===== src/rtl/reset_request_gen_pkg.sv =====
// Shared definitions for the reset request generator.
//   state_t    : FSM state encoding (IDLE, RUN, ASSERT, HOLDOFF)
//   CAUSE_*    : encodings reported on the cause output
//   CNT_W      : width of the pulse/holdoff counter (parameters are 1..255)
package reset_request_gen_pkg;

  typedef enum logic [1:0] {
    ST_IDLE    = 2'd0,
    ST_RUN     = 2'd1,
    ST_ASSERT  = 2'd2,
    ST_HOLDOFF = 2'd3
  } state_t;

  localparam logic [1:0] CAUSE_NONE = 2'b00;
  localparam logic [1:0] CAUSE_SW   = 2'b01;
  localparam logic [1:0] CAUSE_WDOG = 2'b10;

  localparam int CNT_W = 8;

endpackage


===== src/rtl/reset_release_sync.sv =====
// Two-flop reset synchronizer: assertion is asynchronous, deassertion is
// aligned to clk after two edges.
//   clk     : destination clock
//   i_rst_n : raw active-low reset
//   o_rst_n : active-low reset, async assert / sync deassert
module reset_release_sync (
  input  logic clk,
  input  logic i_rst_n,
  output logic o_rst_n
);

  logic r_meta;
  logic r_sync;

  always_ff @(posedge clk or negedge i_rst_n) begin
    if (!i_rst_n) begin
      r_meta <= 1'b0;
      r_sync <= 1'b0;
    end else begin
      r_meta <= 1'b1;
      r_sync <= r_meta;
    end
  end

  assign o_rst_n = r_sync;

endmodule


===== src/rtl/reset_request_gen.sv =====
// Reset request generator: watchdog plus software reset request, producing a
// fixed-width registered reset pulse followed by a quiet holdoff period.
//   clk        : single clock
//   reset      : async active-low reset (release synchronized locally)
//   wdEnable   : arms the watchdog
//   wdKick     : single-cycle pulse, restarts the watchdog count
//   wdTimeout  : watchdog period in cycles, 0 disables the watchdog
//   swResetReq : single-cycle software reset request
//   resetReq   : registered active-high reset request pulse
//   cause      : 00 none, 01 software, 10 watchdog (held until next request)
//   busy       : high while in ASSERT or HOLDOFF
module reset_request_gen
  import reset_request_gen_pkg::*;
#(
  parameter int PULSE_CYCLES   = 16,
  parameter int HOLDOFF_CYCLES = 64,
  parameter int TIMEOUT_WIDTH  = 24
) (
  input  logic                     clk,
  input  logic                     reset,
  input  logic                     wdEnable,
  input  logic                     wdKick,
  input  logic [TIMEOUT_WIDTH-1:0] wdTimeout,
  input  logic                     swResetReq,
  output logic                     resetReq,
  output logic [1:0]               cause,
  output logic                     busy
);

  localparam logic [CNT_W-1:0] PULSE_LAST = CNT_W'(PULSE_CYCLES - 1);
  localparam logic [CNT_W-1:0] HOLD_LAST  = CNT_W'(HOLDOFF_CYCLES - 1);

  logic                     w_rst_n;
  logic                     w_wd_armed;
  logic [TIMEOUT_WIDTH-1:0] w_last;

  state_t                   r_state;
  logic [TIMEOUT_WIDTH-1:0] r_cnt;
  logic [CNT_W-1:0]         r_pcnt;
  logic                     r_reset_req;
  logic [1:0]               r_cause;
  logic                     r_busy;

  reset_release_sync u_rst_sync (
    .clk     (clk),
    .i_rst_n (reset),
    .o_rst_n (w_rst_n)
  );

  assign w_wd_armed = wdEnable && (wdTimeout != '0);
  // Only used when wdTimeout != 0, so the subtraction never underflows.
  assign w_last     = wdTimeout - 1'b1;

  always_ff @(posedge clk or negedge w_rst_n) begin
    if (!w_rst_n) begin
      r_state     <= ST_IDLE;
      r_cnt       <= '0;
      r_pcnt      <= '0;
      r_reset_req <= 1'b0;
      r_cause     <= CAUSE_NONE;
      r_busy      <= 1'b0;
    end else begin
      case (r_state)
        ST_IDLE: begin
          r_cnt <= '0;
          if (swResetReq) begin
            r_state     <= ST_ASSERT;
            r_reset_req <= 1'b1;
            r_cause     <= CAUSE_SW;
            r_busy      <= 1'b1;
            r_pcnt      <= '0;
          end else if (w_wd_armed) begin
            r_state <= ST_RUN;
          end
        end

        ST_RUN: begin
          // Software request wins over disable, kick and timeout.
          if (swResetReq) begin
            r_state     <= ST_ASSERT;
            r_reset_req <= 1'b1;
            r_cause     <= CAUSE_SW;
            r_busy      <= 1'b1;
            r_pcnt      <= '0;
            r_cnt       <= '0;
          end else if (!w_wd_armed) begin
            r_state <= ST_IDLE;
            r_cnt   <= '0;
          end else if (wdKick) begin
            r_cnt <= '0;
          end else if (r_cnt >= w_last) begin
            // >= so a shrinking wdTimeout mid-run fires on the next compare
            r_state     <= ST_ASSERT;
            r_reset_req <= 1'b1;
            r_cause     <= CAUSE_WDOG;
            r_busy      <= 1'b1;
            r_pcnt      <= '0;
            r_cnt       <= '0;
          end else begin
            r_cnt <= r_cnt + 1'b1;
          end
        end

        ST_ASSERT: begin
          r_cnt <= '0;
          if (r_pcnt == PULSE_LAST) begin
            r_state     <= ST_HOLDOFF;
            r_reset_req <= 1'b0;
            r_pcnt      <= '0;
          end else begin
            r_pcnt <= r_pcnt + 1'b1;
          end
        end

        ST_HOLDOFF: begin
          r_cnt <= '0;
          if (r_pcnt == HOLD_LAST) begin
            r_state <= ST_IDLE;
            r_busy  <= 1'b0;
            r_pcnt  <= '0;
          end else begin
            r_pcnt <= r_pcnt + 1'b1;
          end
        end

        default: begin
          r_state     <= ST_IDLE;
          r_cnt       <= '0;
          r_pcnt      <= '0;
          r_reset_req <= 1'b0;
          r_busy      <= 1'b0;
        end
      endcase
    end
  end

  assign resetReq = r_reset_req;
  assign cause    = r_cause;
  assign busy     = r_busy;

endmodule


===== config.mk =====
export PLATFORM = sky130hd
export DESIGN_NAME = reset_request_gen
export DESIGN_NICKNAME = d
export VERILOG_FILES = /design/src/rtl/reset_request_gen_pkg.sv /design/src/rtl/reset_release_sync.sv /design/src/rtl/reset_request_gen.sv
export SDC_FILE = /design/constraint.sdc
export NUM_CORES = 1
export LEC_CHECK = 0
export ABC_CLOCK_PERIOD_IN_PS = 1100
export BUFFER_PORTS_ARGS = -buffer_cell sky130_fd_sc_hd__buf_2
export CELL_PAD_IN_SITES_DETAIL_PLACEMENT = 0
export CELL_PAD_IN_SITES_GLOBAL_PLACEMENT = 1
export CORE_MARGIN = 8
export CORE_UTILIZATION = 40
export DETAILED_ROUTE_END_ITERATION = 16
export HOLD_SLACK_MARGIN = 0.06
export PLACE_DENSITY_LB_ADDON = 0.08
export REMOVE_ABC_BUFFERS = 1
export SYNTH_ARGS = -nofsm -noshare
export SYNTH_HDL_FRONTEND = slang
export SYNTH_HIERARCHICAL = 1
export SYNTH_SLANG_ARGS = --single-unit

===== constraint.sdc =====
create_clock -name clk -period 1.1 [get_ports clk]
set_input_delay 0 -clock clk [delete_from_list [all_inputs] [get_ports clk]]
set_output_delay 0 -clock clk [all_outputs]
set_load 0.1 [all_outputs]

### After elaboration in Yosys (flattened, before gate mapping)

Index checks and enable logic that the tools add are counted.

* add/subtract/negate cells: 3
* mux-type cells: 35
* reductions and logical operators: 12
* magnitude comparators: 1
* equality and inequality tests: 14

Operators by type and width (number)
* $mux 24: 4
* $mux 8: 7
* $pmux 24 s2: 1
* $pmux 8 s4: 1
* $add 24x1->24 const B: 1
* $ge 24x24->1: 1
* $reduce_bool 24->1: 1
* $sub 24x1->24 const B: 1
* $mux 2: 11
* $ne 3x3->1 const B: 4
* $reduce_and 6->1: 2
* $reduce_and 5->1: 2
* $add 8x1->8 const B: 1
* $eq 8x4->1 const B: 1
* $eq 8x6->1 const B: 1
* $ne 4x4->1 const B: 2
* $pmux 2 s4: 1
* $mux 1: 7
* $ne 2x2->1 const B: 3
* $pmux 1 s3: 2
* $reduce_bool 3->1: 2
* $eq 2x2->1 const B: 2
* $pmux 2 s2: 1
* $reduce_and 4->1: 1
* other kinds (5): 5

* input bits: 29
* logic and storage cells: 73
* flip-flop bits (word level): 40
* output and inout bits: 4

### Logic depth before layout (Yosys ltp)

* depth in word-level cells: 7
* mapped depth: 15
* depth with buffers taken out: 14

### Hierarchy

Netlist, hierarchy kept.

Modules (own cells, without submodules)
* reset_request_gen: area an instance 2851.5 um^2, instances 1, seq. area each 950.9 um^2, cells each 320
* reset_release_sync: area an instance 53.8 um^2, instances 1, seq. area each 50.0 um^2, cells each 3

### Worst setup path after synthesis

No wires, ideal clock.

* path kind: input -> register
* start point: input wdTimeout[3]
* end point: register r_pcnt[3]
* arrival time: 3.392 ns
* cell stages on the path: 13
* buffers on the path: 0
* data required time: 0.960 ns
* setup time: 0.140 ns
* path slack: -2.432 ns
* path through: nor4_4 nand2_2 or3_1 or4_4 or3_1 xor2_1 ha_1 nand4_1 or3_1 a211oi_1 a2111oi_4 a21oi_2 a31oi_1

* cells in the longest elaborated chain, start to end: 4
* elaborated cells between the ends (all ways): 7
* those cells by class: add/sub (1); order compare (1); eq/ne (2); reduce/logical (3)

RTL lines
* start: declaration: RTL line reset_request_gen.sv:23 `input logic [TIMEOUT_WIDTH-1:0] wdTimeout,`
* $sub 24x1->24 or $reduce_bool 24->1 (tied branches): RTL line reset_request_gen.sv:52, reset_request_gen.sv:50
* $ge 24x24->1 or $logic_and 1x1->1 (tied branches): RTL line reset_request_gen.sv:91, reset_request_gen.sv:50
* $ne 3x3->1 (no line)
* $reduce_and 4->1 (no line) (*)
* end signal: assignment: RTL line reset_request_gen.sv:111 `r_pcnt <= r_pcnt + 1'b1;`
* end signal: assignment: RTL line reset_request_gen.sv:122 `r_pcnt <= r_pcnt + 1'b1;`
* end: declaration: RTL line reset_request_gen.sv:39 `logic [CNT_W-1:0] r_pcnt;`

Every way passes the cells marked *; elsewhere a longest branch is shown, timed or not.
A chain may end at the register's enable or synchronous reset.

### Worst setup path after layout

* start point: input wdTimeout[7]
* end point: register r_pcnt[3]

The elaborated chain is that of the path after synthesis.

==> results.yml <==
detailed_routing:
  wl_um: 7610
  via_count: 2767
  drc: 0
  drtPass1Iterations: 4
  avgRoutedWirePerCell_um: 13.6
  ant_nets: 0
  drtIter0Drc: 51
  vias_per_cell: 4.96
pwr:
  swShare_pct: 33.6
  power_frac_clock_pct: 22.3
  power_density_nw_per_um2: 1100
  p_sw_mw: 1.55
  cellInternalPower_mw: 3.07
  combPwrFrac_pct: 38.1
  ir_drop_uv: 1340
  seqPwrFrac_pct: 39.6
  power_leakage_nw: 1.96
yosys:
  synth-async-reset-ratio_pct: 100
  synthCells: 323
  synth-seq-cells: 40
  synth_cell_types: 46
  syn_area_per_cell_um2: 8.99
  synth_ff_type: "dfrtp_1"
  syn_area_um2: 2910
  synth_edf_count: 0
  synth-warning-count: 6
  synth.yosys.seq_area_share_pct: 34.5
die:
  start_util_pct: 40.7
  die_y_um: 101
  fp-row-count: 31
  die_area_um2: 10200
  io_pins: 33
  core_um2: 7140
  die_w_um: 101
cts:
  cts_made_buffers: 5
  cts.clk_slew.worst_paths_ps: 80
  clkSinkCount: 40
  cts_tree: "done"
  cts_max_level: 2
  clock_latency_ps: 290
  cts.path.max_buffers: 2
  cts-root-buf: "clkbuf_8"
global_routing:
  grtUsageTotal_pct: 15.7
  grt_remaining_overflow: 0
  grt_max_degree: 34
  antenna_found_initial: 0
  grt_pass1_vias: 2770
  grt_pass1_wl_um: 13000
finish:
  final_common_cell: "buf_4"
  final_nets: 514
  design_area_um2: 4200
  stdcell_count: 558
  final_core_util_pct: 58.8
  antenna_cells: 0
  drive_gt1_share_pct: 34.6
  area_growth_pct: 44.5
  final_cell_mix: "buf_4 (96), nor2_1 (44), dfrtp_1 (40), ha_1 (27), buf_2 (26)"
  n_fill_cell: 634
timing:
  fin_crit_ps: 3370
  final.setup.worst_slack_ps: -2270
  finalSetupViolations: 38
  grt_setup_unrepaired: "true"
  slew_violations: 0
  hold_viol_final: 0
  fmaxAchievable_mhz: 297
  finalCritPeriodShare_pct: 306
  finalClockSkew_ps: 10.8
placement:
  dp_slack_ps: -2760
  placed_cell_area_um2: 3970
  hpwlAfterDp_um: 6150
  port_buffers: 32
  gp_congestion: 0.841
  placedCellCount: 545
setup_path:
  r2r_start: "r_cnt[0]"
  critPathCapture: "r_pcnt[3]"
  cp_max_fo: 6
  crit_type: "in2reg"
  rr_worst_depth: 9
  end_kind: "flip-flop"
  arrival_ps: 3540
  startpoint_type: "primary input"
  r2r-end: "r_state[1]"
  required_ps: 1280
  crit_start: "wdTimeout[7]"
  rrSetupSlack_ps: -1490
outcome:
  violations: "negative setup slack"
  status: "finished, violations left"
min_path:
  hp-class: "reg2async"
job:
  maxCapViolations: 0
==> synth_stat cells, types with 2 or more instances <==
master	n	area share, %
a2111oi_0	2	0.60
a211oi_1	3	0.78
a21o_1	4	1.0
a21oi_1	13	2.2
a2bb2oi_1	2	0.60
a31oi_1	5	1.1
and3_1	5	1.1
and4_1	4	1.2
buf_2	2	0.34
clkbuf_1	4	0.52
dfrtp_1	40	34
ha_1	27	12
inv_1	14	1.8
nand2_1	16	2.1
nand2b_1	7	1.5
nand3_1	20	3.4
nand4_1	10	2.2
nand4b_1	2	0.60
nor2_1	46	5.9
nor2b_1	3	0.65
nor3_1	5	0.86
nor4_1	2	0.43
nor4_4	2	1.5
o211ai_1	3	0.78
o21a_1	3	0.78
o21ai_0	7	1.2
o21ai_1	2	0.34
or3_1	10	2.2
or4_1	2	0.52
xnor2_1	18	5.4
xor2_1	25	7.5
==> metal layers <==
layer  vias up  track usage [%]  part of all wire (%)
met4         0             3.44                   1.1
met1      1309             20.0                    47
met5         -                0                     0
met3         6             3.09                   3.1
met2        28             26.7                    48
li1       1424                -                     -
==> power groups by stage <==
| stage | combinational [mW] | sequential (mW) | clock [mW] |
|---|---|---|---|
| finish | 1.76 | 1.83 | 1.03 |
| global route | 1.95 | 1.86 | 1.13 |
| CTS | 1.77 | 1.83 | 1.07 |
| detailed placement | 1.71 | 1.85 | 0 |
| global placement | 1.69 | 1.85 | 0 |
| floorplan | 0.549 | 2.15 | 0 |
==> registers in the layout (all words and copies together) (netlist names) <==
signal              count
r_state                 2
u_rst_sync/o_rst_n      1
r_cnt                  24
resetReq                1
cause                   2
u_rst_sync/r_meta       1
r_pcnt                  8
busy                    1
==> worst min path at each step <==
| stage | start | endpoint | cells after the start |
|---|---|---|---|
| 3_3_place_gp | reset | u_rst_sync/r_meta | 1 |
| 6_report | u_rst_sync/o_rst_n | r_cnt[4] | 0 |
| 5_1_grt | u_rst_sync/o_rst_n | r_cnt[4] | 0 |
| 2_1_floorplan | reset | u_rst_sync/o_rst_n | 0 |
| 3_5_place_dp | reset | u_rst_sync/o_rst_n | 1 |
| 4_1_cts | u_rst_sync/o_rst_n | r_cnt[4] | 0 |
==> worst max-delay path, stage by stage <==
cell and delay, ps:
buf_8 100, nor4_4 290, nand2b_1 110, or3_4 380, or4_4 460, or3_1 340
xor2_1 150, ha_1 290, nand4_1 140, or3_4 430, a211oi_4 260, a2111oi_4 140
a21oi_2 220, buf_6 150, a31oi_1 80
==> cells by family after synthesis <==
family / synth area share [%]
AND/OR/NAND/NOR: 25.2
AO/OA/AOI/OAI: 13.0
XOR/XNOR: 13.0
flip-flops: 34.5
adder cells (fa/ha/maj): 11.6
buffers and inverters: 2.67
other: 0.129
==> final cells by class <==
cell class / instances / area (um^2) / area share, %
clock buffer: 7 / 86.3 / 2.06
clock inverter: 1 / 7.51 / 0.179
inverter: 14 / 52.6 / 1.25
multi-input combinational: 263 / 1900 / 45.2
sequential: 40 / 1000 / 23.8
tap: 99 / 124 / 2.95
timing repair buffer: 134 / 1030 / 24.6
==> per-stage QoR <==
stage          hold WS (ps)  TNS [ps]  power [mW]
2_1_floorplan          -296   -100730        2.70
3_3_place_gp           -215    -99840        3.54
3_5_place_dp           -214   -103150        3.57
4_1_cts                 123    -83120        4.67
5_1_grt                 147    -91690        4.94
6_report                112    -84510        4.62
==> repair_timing <==
action / CTS / global route
pin swaps: 9 / 4
endpoints found under the hold margin: 2 / 0
hold buffers: 2 / 0
buffers inserted: 3 / 0
setup endpoints to repair: 38 / 38
gates resized for setup: 14 / 7
cloned: 0 / 0
Power figures use the tool's default switching activity.
